## src/rtl/uart_tx_pacer.sv

```systemverilog
// Paces TX FIFO frames into the serializer with guard gap, byte count and idle-line pulse.
// Optional frame watchdog enabled by defining UART_TX_WDT_EN.
//
//  state   | meaning
//  S_IDLE  | waiting for tx_en_i with data in the FIFO; launches a frame
//  S_BUSY  | frame in flight, waiting for tx_done_i
//  S_GUARD | inter-frame gap of guard_bits bit times
//  S_DRAIN | FIFO empty after a frame; counts IDLE_BITS bit times before tx_idle_o
module uart_tx_pacer #(
  parameter int unsigned IDLE_BITS = 10,
  parameter int unsigned WDT_BITS  = 12
) (
  input  logic        clk_i,
  input  logic        rst_ni,
  input  logic [15:0] baud,
  input  logic [3:0]  guard_bits,
  input  logic        tx_en_i,
  input  logic        fifo_empty_i,
  output logic        fifo_rd_o,
  output logic        tx_start_o,
  input  logic        tx_done_i,
  input  logic        byte_clr_i,
  output logic [15:0] byte_count_o,
  output logic        tx_idle_o,
  output logic        tx_err_o
);

  typedef enum logic [1:0] {S_IDLE, S_BUSY, S_GUARD, S_DRAIN} state_e;

  localparam logic [7:0] IDLE_LAST = 8'(IDLE_BITS - 1);
`ifdef UART_TX_WDT_EN
  localparam logic [7:0] WDT_LAST  = 8'(WDT_BITS - 1);
`endif

  state_e      state_q, state_d;
  logic [15:0] clk_cnt_q, clk_cnt_d;
  logic [7:0]  bit_cnt_q, bit_cnt_d;
  logic [3:0]  guard_q, guard_d;
  logic [15:0] count_q, count_d;
  logic        launch_q, launch_d;
  logic        idle_q, idle_d;
  logic        err_q, err_d;

  logic [15:0] baud_eff;
  logic        bit_tick;
  logic        launch_ok;
  logic        guard_last;
  logic        idle_last;
  logic        wdt_last;

  assign baud_eff   = (baud == 16'd0) ? 16'd1 : baud;
  // >= so a baud reduced below the running count still ticks on the next compare
  assign bit_tick   = (clk_cnt_q >= (baud_eff - 16'd1));
  assign launch_ok  = tx_en_i & ~fifo_empty_i;
  assign guard_last = bit_tick && (bit_cnt_q == ({4'd0, guard_q} - 8'd1));
  assign idle_last  = bit_tick && (bit_cnt_q == IDLE_LAST);
`ifdef UART_TX_WDT_EN
  assign wdt_last   = bit_tick && (bit_cnt_q == WDT_LAST);
`else
  assign wdt_last   = 1'b0;
`endif

  always_ff @(posedge clk_i or negedge rst_ni) begin
    if (!rst_ni) begin
      state_q   <= S_IDLE;
      clk_cnt_q <= 16'd0;
      bit_cnt_q <= 8'd0;
      guard_q   <= 4'd0;
      count_q   <= 16'd0;
      launch_q  <= 1'b0;
      idle_q    <= 1'b0;
      err_q     <= 1'b0;
    end else begin
      state_q   <= state_d;
      clk_cnt_q <= clk_cnt_d;
      bit_cnt_q <= bit_cnt_d;
      guard_q   <= guard_d;
      count_q   <= count_d;
      launch_q  <= launch_d;
      idle_q    <= idle_d;
      err_q     <= err_d;
    end
  end

  always_comb begin
    state_d = state_q;
    unique case (state_q)
      S_IDLE: begin
        if (launch_ok) state_d = S_BUSY;
      end
      S_BUSY: begin
        if (tx_done_i) begin
          if (guard_bits != 4'd0) state_d = S_GUARD;
          else if (!fifo_empty_i) state_d = S_IDLE;
          else                    state_d = S_DRAIN;
        end else if (wdt_last) begin
          state_d = S_IDLE;
        end
      end
      S_GUARD: begin
        if (guard_last) state_d = launch_ok ? S_IDLE : S_DRAIN;
      end
      S_DRAIN: begin
        if (launch_ok || idle_last) state_d = S_IDLE;
      end
      default: state_d = S_IDLE;
    endcase

    if (state_d != state_q) begin
      clk_cnt_d = 16'd0;
      bit_cnt_d = 8'd0;
    end else if (bit_tick) begin
      clk_cnt_d = 16'd0;
      bit_cnt_d = bit_cnt_q + 8'd1;
    end else begin
      clk_cnt_d = clk_cnt_q + 16'd1;
      bit_cnt_d = bit_cnt_q;
    end
  end

  always_comb begin
    launch_d = (state_q == S_IDLE) && launch_ok;
    idle_d   = (state_q == S_DRAIN) && !launch_ok && idle_last;
    err_d    = (state_q == S_BUSY) && !tx_done_i && wdt_last;
    guard_d  = ((state_q == S_BUSY) && tx_done_i) ? guard_bits : guard_q;
    if (byte_clr_i)                             count_d = 16'd0;
    else if ((state_q == S_BUSY) && tx_done_i)  count_d = count_q + 16'd1;
    else                                        count_d = count_q;
  end

  assign fifo_rd_o    = launch_q;
  assign tx_start_o   = launch_q;
  assign byte_count_o = count_q;
  assign tx_idle_o    = idle_q;
  assign tx_err_o     = err_q;

endmodule

```

## config.mk

```make
export PLATFORM = sky130hd
export DESIGN_NAME = uart_tx_pacer
export DESIGN_NICKNAME = d
export VERILOG_FILES = /design/src/rtl/uart_tx_pacer.sv
export SDC_FILE = /design/constraint.sdc
export NUM_CORES = 1
export LEC_CHECK = 0
export BUFFER_PORTS_ARGS = -buffer_cell sky130_fd_sc_hd__buf_2
export CAP_MARGIN = 20
export CORE_ASPECT_RATIO = 1.4
export CORE_MARGIN = 2
export CORE_UTILIZATION = 40
export DETAILED_ROUTE_END_ITERATION = 6
export GPL_ROUTABILITY_DRIVEN = 1
export PLACE_DENSITY_LB_ADDON = 0.12
export SLEW_MARGIN = 0
export SYNTH_ARGS = -nofsm -noshare
export SYNTH_HDL_FRONTEND = slang
export SYNTH_SLANG_ARGS = --single-unit
export TNS_END_PERCENT = 1
```

## constraint.sdc

```tcl
create_clock -name clk_i -period 3.15 [get_ports clk_i]
set_input_delay 0.945 -clock clk_i [delete_from_list [all_inputs] [get_ports clk_i]]
set_output_delay 0.945 -clock clk_i [all_outputs]
set_load 0.005 [all_outputs]
```

# ---- Yosys cells after proc, flatten, opt, wreduce, memory -nomap -nowiden
# Cells that the tools add are included.
# Widths: inputs -> output; s select.
dict set report classes {
  n_div 0
  n_reduce_logical 13
  bitwise 2
  mul 0
  eq_ne 6
  n_lt_le_gt_ge 1
  add_sub_neg 5
  shifts 0
  n_mux 15
}
# operator n
set op_table {}
lappend op_table {{$mux 16} 5}
lappend op_table {{$add 16x1->16 const B} 2}
lappend op_table {{$ge 16x16->1} 1}
lappend op_table {{$logic_not 16->1} 1}
lappend op_table {{$mux 8} 2}
lappend op_table {{$sub 16x1->16 const B} 1}
lappend op_table {{$mux 2} 7}
lappend op_table {{$add 8x1->8 const B} 1}
lappend op_table {{$eq 8x4->1 const B} 1}
lappend op_table {{$eq 8x8->1} 1}
lappend op_table {{$pmux 2 s4} 1}
lappend op_table {{$logic_and 1x1->1} 6}
lappend op_table {{$sub 4x1->5 const B} 1}
lappend op_table {{$eq 2x2->1 const B} 2}
lappend op_table {{$reduce_bool 2->1} 2}
lappend op_table {{$reduce_bool 4->1} 1}
lappend op_table {{$eq 2x1->1 const B} 1}
lappend op_table {{$logic_not 2->1} 1}
lappend op_table {{$ne 2x2->1} 1}
lappend op_table {{$and 1x1->1} 1}
lappend op_table {{$logic_not 1->1} 1}
lappend op_table {{$logic_or 1x1->1} 1}
lappend op_table {{$not 1->1} 1}
dict set report totals {
  latchBits 0
  n_memories 0
  mem_bits_ro 0
  ram_bits 0
  regBits 48
  input_bits 26
  out_inout_bits 20
  wordCells 49
}

# ---- Logic depth before layout (Yosys ltp)
dict set report logic_depth {
  word_depth 10
  depth_mapped 16
  depth_no_buf 15
}

# ---- Worst setup path after synthesis
# No wires, ideal clock.
dict set report synth_timing {
  path_kind {input -> register}
  from {in baud[5]}
  to {reg bit_cnt_q[3]}
  stages 14
  setup_time_ns 0.119
  n_path_buf 1
  required_time_ns 3.031
  arrival_ns 4.226
  slack_ns -1.195
  cell_sequence {nor4_1 -> nand2b_1 -> a2111oi_1 -> nand2_1 -> nor4_1 -> xnor2_1 -> ha_1 -> nand4_1 -> nor3_1 -> a32o_1 -> o31ai_2 -> a221oi_4 -> buf_6 -> nor2_1}
}
dict set report synth_between {
  elab_chain_len 10
  word_cells_on_any_way 13
  cone_classes {1 x add/sub; 1 x order compare; 1 x eq/ne; 5 x mux; 5 x reduce/logical}
}
# element line_no
set synth_rtl {}
lappend synth_rtl {{start, declared} 15} ;# input logic [15:0] baud,
lappend synth_rtl {{$logic_not 16->1} 51} ;# assign baud_eff = (baud == 16'd0) ? 16'd1 : baud;
lappend synth_rtl {{$mux 16 *} 51}
lappend synth_rtl {{$sub 16x1->16 *} 53} ;# assign bit_tick = (clk_cnt_q >= (baud_eff - 16'd1));
lappend synth_rtl {{$ge 16x16->1 *} 53}
lappend synth_rtl {{$logic_and 1x1->1} 56} ;# assign idle_last = bit_tick && (bit_cnt_q == IDLE_LAST);
lappend synth_rtl {{$logic_or 1x1->1} 104} ;# if (launch_ok || idle_last) state_d = S_IDLE;
lappend synth_rtl {{$mux 2} 104}
lappend synth_rtl {{$pmux 2 s4} 87} ;# unique case (state_q)
lappend synth_rtl {{$ne 2x2->1} 109} ;# if (state_d != state_q) begin
lappend synth_rtl {{$mux 8 / $reduce_bool 2->1 (equally long branches)} --}
lappend synth_rtl {{end signal, assigned} 76} ;# bit_cnt_q <= bit_cnt_d;
lappend synth_rtl {{end, declared} 37} ;# logic [7:0] bit_cnt_q, bit_cnt_d;
# Mark *: on every way between the ends. The rest lies on a longest branch, timed or not.
# A chain may end at the register's enable or synchronous reset.

# ---- Worst setup path after layout
dict set report layout_timing {
  from {in baud[10]}
  to {reg bit_cnt_q[7]}
}
# Same word-level chain as after synthesis.

==> flow_summary.yaml <==
status:
  status: "finished, violations left"
  violations: "setup timing"
clock_network:
  clk_pin_slew_worst_paths_ns: 0.09
  numCtsBuffers: 5
  cts_max_level: 2
  cts_root_buffer: "clkbuf_8"
  clock_path_buffers: 2
  cts_sinks: 48
  cts_tree: "yes"
  clkLatencyLatePin_ns: 0.31
placement:
  dp_cells: 517
  dpl_cell_area_mm2: 0.00377
  dp_hpwl_mm: 5.50
  pre_cts_ws_ns: -1.20
  port_buffers: 44
  gp_congestion: 0.804
timing:
  finalSetupViolations: 27
  timing.hold.ws_ns: 0.539
  slew_headroom: 0.530
  fin_crit_sh: 1.21
  fin_skew_ns: 0.0116
  final_hold_viol_count: 0
  totalNegativeSetupSlack_ns: -15.92
  tightest_slew_ns: 0.703
  fmax_ghz: 0.263
  drv_slew: 0
  timing.final.ws_setup_ns: -0.651
  post-route-min-period_ns: 3.80
  grt_setup_unrepaired: "true"
power_and_ir_drop:
  powerDensity_mw_per_mm2: 402
  total_power_mw: 1.61
  ir_worst_vdd_v: 0.000229
  leakagePower_nw: 1.91
logic_synthesis:
  yosysTopAreaCell: "dfrtp_1"
  synth.area.top_cells: "dfrtp_1 38%, ha_1 8.8%, xor2_1 7.6%"
  syn_area_mm2: 0.00312
  synth.distinct_cells: 46
  synth_nets: 394
  synth_edf_count: 0
  synth-async-reset-ratio: 1.00
  syn_inst: 346
  yosysWarnings: 0
  synth_seq_cells: 48
  ys_top_cells_by_count: "48 x dfrtp_1, 46 x nor2_1, 44 x nand2_1"
  yosysMostFrequentCell: "dfrtp_1"
  ys.flop_type: "dfrtp_1"
  synth_top_area_share: 0.384
  synth.avg_cell_area_um2: 9.03
  yosysSeqAreaShare: 0.384
layout:
  utilization: 0.524
  finalInstanceArea_mm2: 0.00401
  area_growth_pct: 28.4
  nets: 478
  finalNonFillerCells: 531
  n_antenna_cell: 0
  drive_gt1_frac: 0.276
floorplanning:
  dieArea_mm2: 0.00854
  rows: 38
  pin_count: 46
  core_area_mm2: 0.00765
  dieWidth_um: 78.7
  die_h_um: 109
  initial_core_util: 0.408
worst_setup_path:
  cp_cell_sequence: "buf_8, nor4_4, nor3b_4, and3_4, a21oi_4, ha_4, and3_4, nand2_2, xor2_1, ha_1, nand4_1, nor3_4, a32o_2, o31ai_2, buf_4, a221oi_4, buf_12, a21oi_1"
  reg2reg_setup_slack_ns: 0.51
  r2r_start: "clk_cnt_q[0]"
  crit_path_top_delay_cell: "ha_1"
  critical_path.top_delay_family: "simple AND/OR/NAND/NOR gates"
  reg2reg_depth: 10
  path_buf_inv: 3
  crit_path_max_fanout: 16
  startpoint_type: "input pin"
  worstPathArrival_ns: 3.99
  path_common_cell: "and3_4"
  path_class: "input pin to flop"
  cp_data_required_time_ns: 3.34
  cp-end-kind: "flop"
  worstReg2RegEnd: "clk_cnt_q[0]"
  slowest_delay_ns: 0.32
grt:
  antenna_found_initial: 0
  grt_max_degree: 34
  grt_overflow: 0
  track_usage: 0.182
  grt_pass1_vias: 2703
  grt_pass1_wl_mm: 12.4
drt:
  num_vias: 2710
  first_pass_iters: 4
  drt-initial-drc-count: 98
  ant_nets: 0
  viasPerCell: 5.10
  drc: 0
  avgRoutedWirePerCell_um: 13.4
  routed_wl_mm: 7.10
worst_hold_path:
  hold_path_class: "input pin to async pin"
job:
  drv_cap: 0
==> layer usage <==
layer	track usage	vias to the layer above	part of all wire	wire length, µm
met4	0.0614	0	0.018	129
met5	0	-	0	0
met1	0.210	1288	0.42	3000
met3	0.0250	8	0.030	210
li1	-	1364	-	-
met2	0.341	50	0.53	3760
==> cell type report <==
type | instances | area (µm²)
clock buffer | 7 | 86.3
clock inverter | 1 | 7.51
fill | 745 | 3640
inverter | 9 | 33.8
multi-input combinational | 280 | 1980
sequential | 48 | 1200
tap | 100 | 125
timing repair buffer | 86 | 574
==> layout by cell type (no fill, tap or decap), types with 7 or more instances in the layout <==
cell type / count
inv_1: 9
buf_2: 41
o21ai_0: 8
dfrtp_1: 48
buf_4: 40
xor2_1: 27
ha_1: 21
nor3_1: 7
nand3_1: 16
a21oi_1: 10
nor2_1: 46
nand2_1: 43
xnor2_1: 24
nand4_1: 7
==> worst max-delay path by stage <==
stage          depth (start not counted)            end  startpoint
2_1_floorplan                         16   bit_cnt_q[3]    baud[10]
3_3_place_gp                          16   clk_cnt_q[0]     baud[5]
3_5_place_dp                          16  clk_cnt_q[14]     baud[5]
4_1_cts                               16   clk_cnt_q[0]    baud[10]
5_1_grt                               18   clk_cnt_q[0]    baud[10]
6_report                              18   bit_cnt_q[7]    baud[10]
==> power by group <==
group / switching, mW / internal (mW)
Combinational: 0.225 / 0.224
Sequential: 0.0889 / 0.686
Clock: 0.210 / 0.179
==> timing repair <==
item / CTS / global route
pin swaps: 18 / 4
buffers inserted: 6 / 0
hold endpoints to repair: 0 / 0
gates resized for setup: 16 / 6
setup endpoints to repair: 27 / 27
hold buffers: 0 / 0
==> cells by family (layout without fill, tap and decap cells) <==
| group | Yosys count | in the layout | share of synthesized area |
|---|---|---|---|
| AND/OR/NAND/NOR | 160 | 160 | 0.248 |
| XOR/XNOR | 51 | 51 | 0.143 |
| flip-flops | 48 | 48 | 0.384 |
| AO/OA/AOI/OAI | 42 | 42 | 0.0945 |
| adder cells (fa/ha/maj) | 22 | 22 | 0.0881 |
| buffers and inverters | 18 | 103 | 0.0268 |
| multiplexers | 4 | 4 | 0.0140 |
| other | 1 | 1 | 0.00120 |
==> worst reg2reg max path, cell delays in order (launching register included) <==
cell and delay [ns]:
dfrtp_1 0.44, inv_1 0.07, ha_1 0.28, nand2b_1 0.14, a2111o_1 0.46, a32o_2 0.32, buf_4 0.15, o31ai_4 0.24
a221oi_4 0.11, buf_12 0.19, nor3b_1 0.17
==> flip-flops by register name (all words and copies together), names as in the netlist <==
name and cells:
bit_cnt_q 8, clk_cnt_q 16, byte_count_o 16, state_q 2, guard_q 4, fifo_rd_o 1
tx_idle_o 1
(Power assumes the default switching activity.)
